File: src/rtl/id_exe_pkg.sv
// Shared widths, the NOP opcode, bubble values for each field, and the
// operand-select mode used by the ID->EXE pipeline register.
package id_exe_pkg;

  localparam int unsigned DEF_DATA_W = 32;
  localparam int unsigned DEF_IMM_W  = 12;
  localparam int unsigned DEF_OPC_W  = 5;
  localparam int unsigned DEF_REG_W  = 4;
  localparam int unsigned DEF_ICMD_W = 3;
  localparam int unsigned DEF_CNT_W  = 16;

  localparam logic [DEF_OPC_W-1:0] NOP_OPCODE = 5'd0;

  // A bubble is an all-zero instruction carrying the NOP opcode.
  localparam logic                  BUBBLE_VALID = 1'b0;
  localparam logic [DEF_DATA_W-1:0] BUBBLE_A     = 32'h0000_0000;
  localparam logic [DEF_DATA_W-1:0] BUBBLE_B     = 32'h0000_0000;
  localparam logic [DEF_IMM_W-1:0]  BUBBLE_IMM   = 12'h000;
  localparam logic [DEF_REG_W-1:0]  BUBBLE_RD    = 4'd0;
  localparam logic [DEF_REG_W-1:0]  BUBBLE_RN    = 4'd0;
  localparam logic [DEF_REG_W-1:0]  BUBBLE_RM    = 4'd0;
  localparam logic [DEF_ICMD_W-1:0] BUBBLE_ICMD  = 3'd0;
  localparam logic                  BUBBLE_S     = 1'b0;

  typedef enum logic [1:0] {
    SEL_LOAD   = 2'd0,
    SEL_HOLD   = 2'd1,
    SEL_BUBBLE = 2'd2
  } sel_mode_e;

endpackage

File: src/rtl/id_exe_operand_sel.sv
// Next-value select for one EXE operand: write-back refresh while holding,
// optional same-cycle write-back bypass while loading, zero for a bubble.
module id_exe_operand_sel
  import id_exe_pkg::*;
#(
  parameter int unsigned        DATA_W     = DEF_DATA_W,
  parameter int unsigned        REG_W      = DEF_REG_W,
  parameter bit                 WB_BYPASS  = 1'b1,
  parameter logic [DATA_W-1:0]  BUBBLE_VAL = '0
) (
  input  logic [DATA_W-1:0] held_val_i,
  input  logic [REG_W-1:0]  held_reg_i,
  input  logic [DATA_W-1:0] in_val_i,
  input  logic [REG_W-1:0]  in_reg_i,
  input  logic              wb_en_i,
  input  logic [REG_W-1:0]  wb_rd_num_i,
  input  logic [DATA_W-1:0] wb_data_i,
  input  sel_mode_e         mode_i,
  input  logic              valid_i,
  output logic [DATA_W-1:0] next_val_o
);

  // In hold mode valid_i is the held-valid flag; in load mode it is ID valid.
  always_comb begin
    next_val_o = held_val_i;
    case (mode_i)
      SEL_HOLD: begin
        if (valid_i && wb_en_i && (wb_rd_num_i == held_reg_i)) begin
          next_val_o = wb_data_i;
        end else begin
          next_val_o = held_val_i;
        end
      end
      SEL_LOAD: begin
        if (!valid_i) begin
          next_val_o = BUBBLE_VAL;
        end else if (WB_BYPASS && wb_en_i && (wb_rd_num_i == in_reg_i)) begin
          next_val_o = wb_data_i;
        end else begin
          next_val_o = in_val_i;
        end
      end
      SEL_BUBBLE: next_val_o = BUBBLE_VAL;
      default:    next_val_o = BUBBLE_VAL;
    endcase
  end

endmodule

File: src/rtl/id_exe_stage_reg.sv
// ID->EXE pipeline register with valid tracking, stall/flush, write-back
// operand refresh and bypass, and a saturating stall-cycle counter.
module id_exe_stage_reg #(
  parameter int unsigned       DATA_W     = id_exe_pkg::DEF_DATA_W,
  parameter int unsigned       IMM_W      = id_exe_pkg::DEF_IMM_W,
  parameter int unsigned       OPC_W      = id_exe_pkg::DEF_OPC_W,
  parameter int unsigned       REG_W      = id_exe_pkg::DEF_REG_W,
  parameter int unsigned       ICMD_W     = id_exe_pkg::DEF_ICMD_W,
  parameter logic [OPC_W-1:0]  NOP_OPCODE = OPC_W'(id_exe_pkg::NOP_OPCODE),
  parameter bit                WB_BYPASS  = 1'b1,
  parameter int unsigned       CNT_W      = id_exe_pkg::DEF_CNT_W
) (
  input  logic              Clk,
  input  logic              Rst_n,
  input  logic              ID_Valid,
  input  logic [DATA_W-1:0] ID_A,
  input  logic [DATA_W-1:0] ID_B,
  input  logic [IMM_W-1:0]  ID_immed,
  input  logic [OPC_W-1:0]  ID_Opcode,
  input  logic [REG_W-1:0]  ID_Rd_num,
  input  logic [REG_W-1:0]  ID_Rn_num,
  input  logic [REG_W-1:0]  ID_Rm_num,
  input  logic [ICMD_W-1:0] ID_I_cmd,
  input  logic              ID_S,
  input  logic              Stall,
  input  logic              Flush,
  input  logic              WB_En,
  input  logic [REG_W-1:0]  WB_Rd_num,
  input  logic [DATA_W-1:0] WB_Data,
  output logic              EXE_Valid,
  output logic [DATA_W-1:0] EXE_A,
  output logic [DATA_W-1:0] EXE_B,
  output logic [IMM_W-1:0]  EXE_immed,
  output logic [OPC_W-1:0]  EXE_Opcode,
  output logic [REG_W-1:0]  EXE_Rd_num,
  output logic [REG_W-1:0]  EXE_Rn_num,
  output logic [REG_W-1:0]  EXE_Rm_num,
  output logic [ICMD_W-1:0] EXE_I_cmd,
  output logic              EXE_S,
  output logic [CNT_W-1:0]  EXE_Stall_cnt
);

  import id_exe_pkg::*;

  localparam logic [CNT_W-1:0] CNT_MAX = {CNT_W{1'b1}};

  sel_mode_e         mode_s;
  logic              sel_valid_s;

  logic              valid_q, valid_d;
  logic [DATA_W-1:0] a_q, a_d;
  logic [DATA_W-1:0] b_q, b_d;
  logic [IMM_W-1:0]  imm_q, imm_d;
  logic [OPC_W-1:0]  opc_q, opc_d;
  logic [REG_W-1:0]  rd_q, rd_d;
  logic [REG_W-1:0]  rn_q, rn_d;
  logic [REG_W-1:0]  rm_q, rm_d;
  logic [ICMD_W-1:0] icmd_q, icmd_d;
  logic              s_q, s_d;
  logic [CNT_W-1:0]  cnt_q, cnt_d;

  // Flush beats stall, stall beats load.
  always_comb begin
    mode_s      = SEL_LOAD;
    sel_valid_s = ID_Valid;
    if (Flush) begin
      mode_s      = SEL_BUBBLE;
      sel_valid_s = 1'b0;
    end else if (Stall) begin
      mode_s      = SEL_HOLD;
      sel_valid_s = valid_q;
    end else begin
      mode_s      = SEL_LOAD;
      sel_valid_s = ID_Valid;
    end
  end

  id_exe_operand_sel #(
    .DATA_W    (DATA_W),
    .REG_W     (REG_W),
    .WB_BYPASS (WB_BYPASS),
    .BUBBLE_VAL(DATA_W'(BUBBLE_A))
  ) u_sel_a (
    .held_val_i (a_q),
    .held_reg_i (rn_q),
    .in_val_i   (ID_A),
    .in_reg_i   (ID_Rn_num),
    .wb_en_i    (WB_En),
    .wb_rd_num_i(WB_Rd_num),
    .wb_data_i  (WB_Data),
    .mode_i     (mode_s),
    .valid_i    (sel_valid_s),
    .next_val_o (a_d)
  );

  id_exe_operand_sel #(
    .DATA_W    (DATA_W),
    .REG_W     (REG_W),
    .WB_BYPASS (WB_BYPASS),
    .BUBBLE_VAL(DATA_W'(BUBBLE_B))
  ) u_sel_b (
    .held_val_i (b_q),
    .held_reg_i (rm_q),
    .in_val_i   (ID_B),
    .in_reg_i   (ID_Rm_num),
    .wb_en_i    (WB_En),
    .wb_rd_num_i(WB_Rd_num),
    .wb_data_i  (WB_Data),
    .mode_i     (mode_s),
    .valid_i    (sel_valid_s),
    .next_val_o (b_d)
  );

  // Non-operand fields: hold, capture, or bubble.
  always_comb begin
    valid_d = BUBBLE_VALID;
    imm_d   = IMM_W'(BUBBLE_IMM);
    opc_d   = NOP_OPCODE;
    rd_d    = REG_W'(BUBBLE_RD);
    rn_d    = REG_W'(BUBBLE_RN);
    rm_d    = REG_W'(BUBBLE_RM);
    icmd_d  = ICMD_W'(BUBBLE_ICMD);
    s_d     = BUBBLE_S;
    case (mode_s)
      SEL_HOLD: begin
        valid_d = valid_q;
        imm_d   = imm_q;
        opc_d   = opc_q;
        rd_d    = rd_q;
        rn_d    = rn_q;
        rm_d    = rm_q;
        icmd_d  = icmd_q;
        s_d     = s_q;
      end
      SEL_LOAD: begin
        if (ID_Valid) begin
          valid_d = 1'b1;
          imm_d   = ID_immed;
          opc_d   = ID_Opcode;
          rd_d    = ID_Rd_num;
          rn_d    = ID_Rn_num;
          rm_d    = ID_Rm_num;
          icmd_d  = ID_I_cmd;
          s_d     = ID_S;
        end else begin
          valid_d = BUBBLE_VALID;
          opc_d   = NOP_OPCODE;
        end
      end
      SEL_BUBBLE: begin
        valid_d = BUBBLE_VALID;
        opc_d   = NOP_OPCODE;
      end
      default: begin
        valid_d = BUBBLE_VALID;
        opc_d   = NOP_OPCODE;
      end
    endcase
  end

  // Counts only stalls that actually hold a live instruction; never wraps.
  always_comb begin
    if (Stall && !Flush && valid_q && (cnt_q != CNT_MAX)) begin
      cnt_d = cnt_q + CNT_W'(1);
    end else begin
      cnt_d = cnt_q;
    end
  end

  // Stage state register.
  always_ff @(posedge Clk or negedge Rst_n) begin
    if (!Rst_n) begin
      valid_q <= 1'b0;
      a_q     <= '0;
      b_q     <= '0;
      imm_q   <= '0;
      opc_q   <= NOP_OPCODE;
      rd_q    <= '0;
      rn_q    <= '0;
      rm_q    <= '0;
      icmd_q  <= '0;
      s_q     <= 1'b0;
      cnt_q   <= '0;
    end else begin
      valid_q <= valid_d;
      a_q     <= a_d;
      b_q     <= b_d;
      imm_q   <= imm_d;
      opc_q   <= opc_d;
      rd_q    <= rd_d;
      rn_q    <= rn_d;
      rm_q    <= rm_d;
      icmd_q  <= icmd_d;
      s_q     <= s_d;
      cnt_q   <= cnt_d;
    end
  end

  assign EXE_Valid     = valid_q;
  assign EXE_A         = a_q;
  assign EXE_B         = b_q;
  assign EXE_immed     = imm_q;
  assign EXE_Opcode    = opc_q;
  assign EXE_Rd_num    = rd_q;
  assign EXE_Rn_num    = rn_q;
  assign EXE_Rm_num    = rm_q;
  assign EXE_I_cmd     = icmd_q;
  assign EXE_S         = s_q;
  assign EXE_Stall_cnt = cnt_q;

endmodule

File: config.mk
export PLATFORM = sky130hd
export DESIGN_NAME = id_exe_stage_reg
export DESIGN_NICKNAME = d
export VERILOG_FILES = /design/src/rtl/id_exe_pkg.sv /design/src/rtl/id_exe_operand_sel.sv /design/src/rtl/id_exe_stage_reg.sv
export SDC_FILE = /design/constraint.sdc
export NUM_CORES = 1
export LEC_CHECK = 0
export CAP_MARGIN = 20
export CORE_MARGIN = 10
export CORE_UTILIZATION = 38
export DETAILED_ROUTE_END_ITERATION = 16
export HOLD_SLACK_MARGIN = 0.05
export PLACE_DENSITY = 0.78
export SYNTH_ARGS = -nofsm -noshare
export SYNTH_HDL_FRONTEND = slang
export SYNTH_SLANG_ARGS = --single-unit
File: constraint.sdc
create_clock -name Clk -period 1.75 [get_ports Clk]
set_input_delay 0.35 -clock Clk [delete_from_list [all_inputs] [get_ports Clk]]
set_output_delay 0.35 -clock Clk [all_outputs]
set_load 0.01 [all_outputs]
==> Flow_metrics.wiki <==
{| class="wikitable"
! Metric !! Value
|-
| Placed standard-cell area || around 8600 um^2
|-
| Largest net degree at the start of global routing || ~120
|-
| Most common cell after layout, fill and taps aside || clkdlybuf4s50_1
|-
| Number of buffers on the longest clock path || 2
|-
| Highest ir drop seen on vdd || between 0.0007 and 0.0008 V
|-
| Skew-Pair Late Insertion Delay || about 0.41 ns
|-
| Wire length of the first global-routing pass || 33500 um
|-
| Outcome || complete, but fails checks
|-
| Net Count, Synth || ~620
|-
| Share of total power consumed by net switching || 0.267
|-
| Layout cell share with drive strength beyond 1 || 0.266
|-
| Switching power || about 2.2 mW
|-
| Count of endpoints failing hold in the final timing report || 0
|-
| Post-detailed-route via-to-cell ratio || roughly 5.3
|-
| Number of buffers inserted during clock tree synthesis || 17
|-
| Starting DRC count in detailed routing || 240
|-
| Post-synth top area share || 0.528
|-
| Share of cell area taken by muxes after synthesis || 0.00764
|-
| Fraction of the mapped netlist area in simple logic gates || 0.104
|-
| Number of cell rows || 43
|-
| Internal Power || between 6 and 7 mW
|-
| Time the worst path needs with I/O delays and setup || 1.76 ns
|-
| Leakage || 4.42 nW
|-
| Clk pwr share || 0.394
|-
| Total of flip-flops plus latches after synthesis || between 100 and 150
|-
| Cell Pwr Density || roughly 830 nW/um^2
|-
| Top post-synthesis cells by area || dfrtp_1, a221oi_2, a221oi_1
|-
| Total Routing Usage GR || 0.216
|-
| Type of the worst setup path || flop to flop
|-
| Routed WL || 22200 um
|-
| Cell type with the highest aggregate area in the netlist || dfrtp_1
|-
| Share of total power in combinational logic || 0.242
|-
| Worst setup skew after layout || between 0.007 and 0.008 ns
|-
| Die Wd || between 100 and 150 um
|-
| IO buf count || ~250
|-
| Summed instance area of the synthesized netlist || around 5400 um^2
|-
| Total Nets Final || roughly 940
|-
| Average footprint of a synthesized cell || 11.2 um^2
|-
| Failing checks || setup timing
|-
| Cell area after layout || 9910 um^2
|-
| H-tree depth reported by CTS || 4
|-
| Total power after layout || between 8 and 9 mW
|-
| Clock-pin transition on the worst setup and hold timing paths || 0.05 ns
|-
| Post-synthesis instance total || 484
|-
| Yosys cell types || 42
|-
| Area fraction in compound gates after synthesis || 0.253
|-
| Share of the clock period used by the worst path || 1.01
|-
| Pin slew with the least headroom to its limit || 0.662 ns
|-
| Area of the die || ~19000 um^2
|-
| Remaining DRCs || 0
|-
| Final WS setup || -0.00951 ns
|-
| Initial Util || 0.388
|-
| # setup viols final || 2
|-
| RSZ-0062 raised after global routing || yes
|-
| I/O Pins || ~250
|-
| Detailed-route via count || around 5300
|-
| Number of filler cells placed in the layout || approximately 950
|-
| Nature of the critical path endpoint || flop
|-
| CTS tree || done
|-
| Final Wtd Congestion || approximately 0.87
|-
| Upper clock frequency limit || about 0.57 GHz
|-
| Sum of net half-perimeters after detailed placement || 15600 um
|-
| Clock tree root buffer cell || clkbuf_16
|-
| Max_cap viols || 0
|-
| Synthesis Warnings || 0
|-
| Slew Viols, Final || 0
|-
| Post-synthesis share of cell area spent on full adders, half adders and majority gates || 0.00231
|-
| Signal arrival time at the worst endpoint || between 2 and 2.5 ns
|-
| Routed Antenna Nets || 0
|-
| CTS Sinks || 114
|-
| CP Max Fanout || 7
|-
| Die height || between 100 and 150 um
|-
| Largest family of logic cells by synthesized area || compound AO/OA/AOI/OAI gates
|-
| Overflow after GRT || 0
|-
| Xor and xnor fraction of the mapped netlist area || 0.0454
|-
| Hold WC Path Type || primary input to flop
|-
| Vias in the first global route || 5901
|-
| Data required time at the worst endpoint || between 2 and 2.5 ns
|-
| Layout area overhead || 83.4%
|-
| Initial antenna violation count || 3
|-
| Register area share after synthesis || 0.528
|-
| Number of iterations in the first detailed-routing pass || 4
|-
| Leading cell types in the layout, fill and taps excluded || clkdlybuf4s50_1, dfrtp_1, nor2_1
|-
| Drt wl/cell || 22.3 um
|-
| Seq pwr share || 0.364
|-
| Core outline area || roughly 14000 um^2
|-
| Worst-case headroom to the max-slew limit || 0.558
|-
| Startpoint type of the worst setup path || flop
|}
-- what timing repair did --
action                                 4_1_cts  5_1_grt
pin swaps                                   10       11
gates cloned                                 3        4
resized for setup                           68       47
setup endpoints to repair                   81       71
hold buffers                                 1        0
endpoints found under the hold margin        6        0
setup buffers                                8        2
-- layout make-up --
| class | count | area, um^2 | share of cell area |
|---|---|---|---|
| Timing Repair Buffer | 331 | 3390 | 0.342 |
| Sequential cell | 114 | 2860 | 0.288 |
| Multi-Input combinational cell | 305 | 2770 | 0.279 |
| Clock buffer | 24 | 492 | 0.0496 |
| Tap cell | 180 | 225 | 0.0227 |
| Inverter | 33 | 124 | 0.0125 |
| Clock inverter | 6 | 55.1 | 0.00555 |
| Antenna cell | 2 | 5.00 | 0.000505 |
-- layer usage --
layer  track usage  wire length [um]  vias to the layer above
li1              -                 -                     2420
met1         0.238              8810                     2620
met2         0.371             11200                      197
met3        0.0701              1420                       58
met4        0.0961               820                        2
met5             0                20                        -
-- registers in the layout (all words and copies together) (netlist names) --
| name | cells |
|---|---|
| EXE_Opcode | 5 |
| EXE_Rn_num | 4 |
| EXE_Stall_cnt | 16 |
| EXE_A | 32 |
| EXE_Valid | 1 |
| EXE_Rd_num | 4 |
| EXE_S | 1 |
| EXE_B | 32 |
| EXE_immed | 12 |
| EXE_Rm_num | 4 |
| EXE_I_cmd | 3 |
-- final timing paths --
path	start	endpoint	slack (ns)	cells after the start
worst min register to register	EXE_I_cmd[2]$_DFFE_PN0P_	EXE_I_cmd[2]$_DFFE_PN0P_	0.50	1
max in group asynchronous	Rst_n	EXE_B[27]$_DFFE_PN0P_	0.68	3
worst min-delay path	ID_Rn_num[1]	EXE_Rn_num[1]$_DFFE_PN0P_	0.24	2
worst max-delay path	EXE_Rm_num[2]$_DFFE_PN0P_	EXE_B[15]$_DFFE_PN0P_	-0.01	8
worst max register to register	EXE_Rm_num[2]$_DFFE_PN0P_	EXE_B[15]$_DFFE_PN0P_	-0.01	8
min in group asynchronous	Rst_n	EXE_A[29]$_DFFE_PN0P_	0.52	3
-- worst max-delay path, stage by stage, from the launching register on --
cell	delay [ns]
dfrtp_1	0.41
xor2_2	0.18
nor4_2	0.22
buf_4	0.17
a21oi_4	0.06
buf_12	0.15
buf_12	0.14
a221oi_1	0.22
a21oi_1	0.08
-- through the flow --
stage                     std cells  utilization  setup WS, ns  TNS [ns]  hold WS (ns)
after detailed placement        947        0.619        -0.848    -58.74         0.485
after floorplan                 484            -        0.0102         0        0.0544
after global placement          947        0.619        -0.751    -52.63         0.474
final                           995        0.711      -0.00951   -0.0113         0.240
after CTS                       987        0.685       -0.0344    -0.170         0.338
after global routing            995        0.711       -0.0612    -0.736         0.234
-- power groups by stage --
stage | Clock (mW) | Combinational, mW | Sequential, mW
6_report | 3.22 | 1.98 | 2.98
5_1_grt | 3.39 | 2.10 | 3.00
4_1_cts | 3.26 | 1.89 | 2.98
3_5_place_dp | 0 | 1.77 | 3.02
3_3_place_gp | 0 | 1.73 | 3.01
2_1_floorplan | 0 | 0.517 | 3.11
-- kinds of logic after synthesis --
kind of cell,Yosys count
mux,4
buf+inv,67
xor+xnor,28
flops,114
fa+ha+maj,1
compound gates,149
simple gates,121
-- synth_stat cells (all sizes together) --
| library cell | number |
|---|---|
| a31oi | 6 |
| nor2 | 72 |
| clkbuf | 13 |
| nor3b | 1 |
| or2 | 1 |
| nand3b | 2 |
| ha | 1 |
| a21oi | 35 |
| dfrtp | 114 |
| a31o | 5 |
| o21ai | 5 |
| xnor2 | 9 |
| a41o | 2 |
| nor3 | 1 |
| a2111oi | 1 |
| nand3 | 13 |
| inv | 33 |
| xor2 | 19 |
| nand2b | 1 |
| nor4 | 3 |
| nand2 | 15 |
| a221oi | 59 |
| nor2b | 1 |
| mux2 | 1 |
| and4 | 3 |
| o22ai | 1 |
| nand4b | 1 |
| nand4 | 1 |
| o21ba | 1 |
| a22o | 33 |
| mux2i | 3 |
| buf | 21 |
| o31ai | 1 |
| and2 | 2 |
| and3 | 4 |
(Power assumes the default switching activity.)
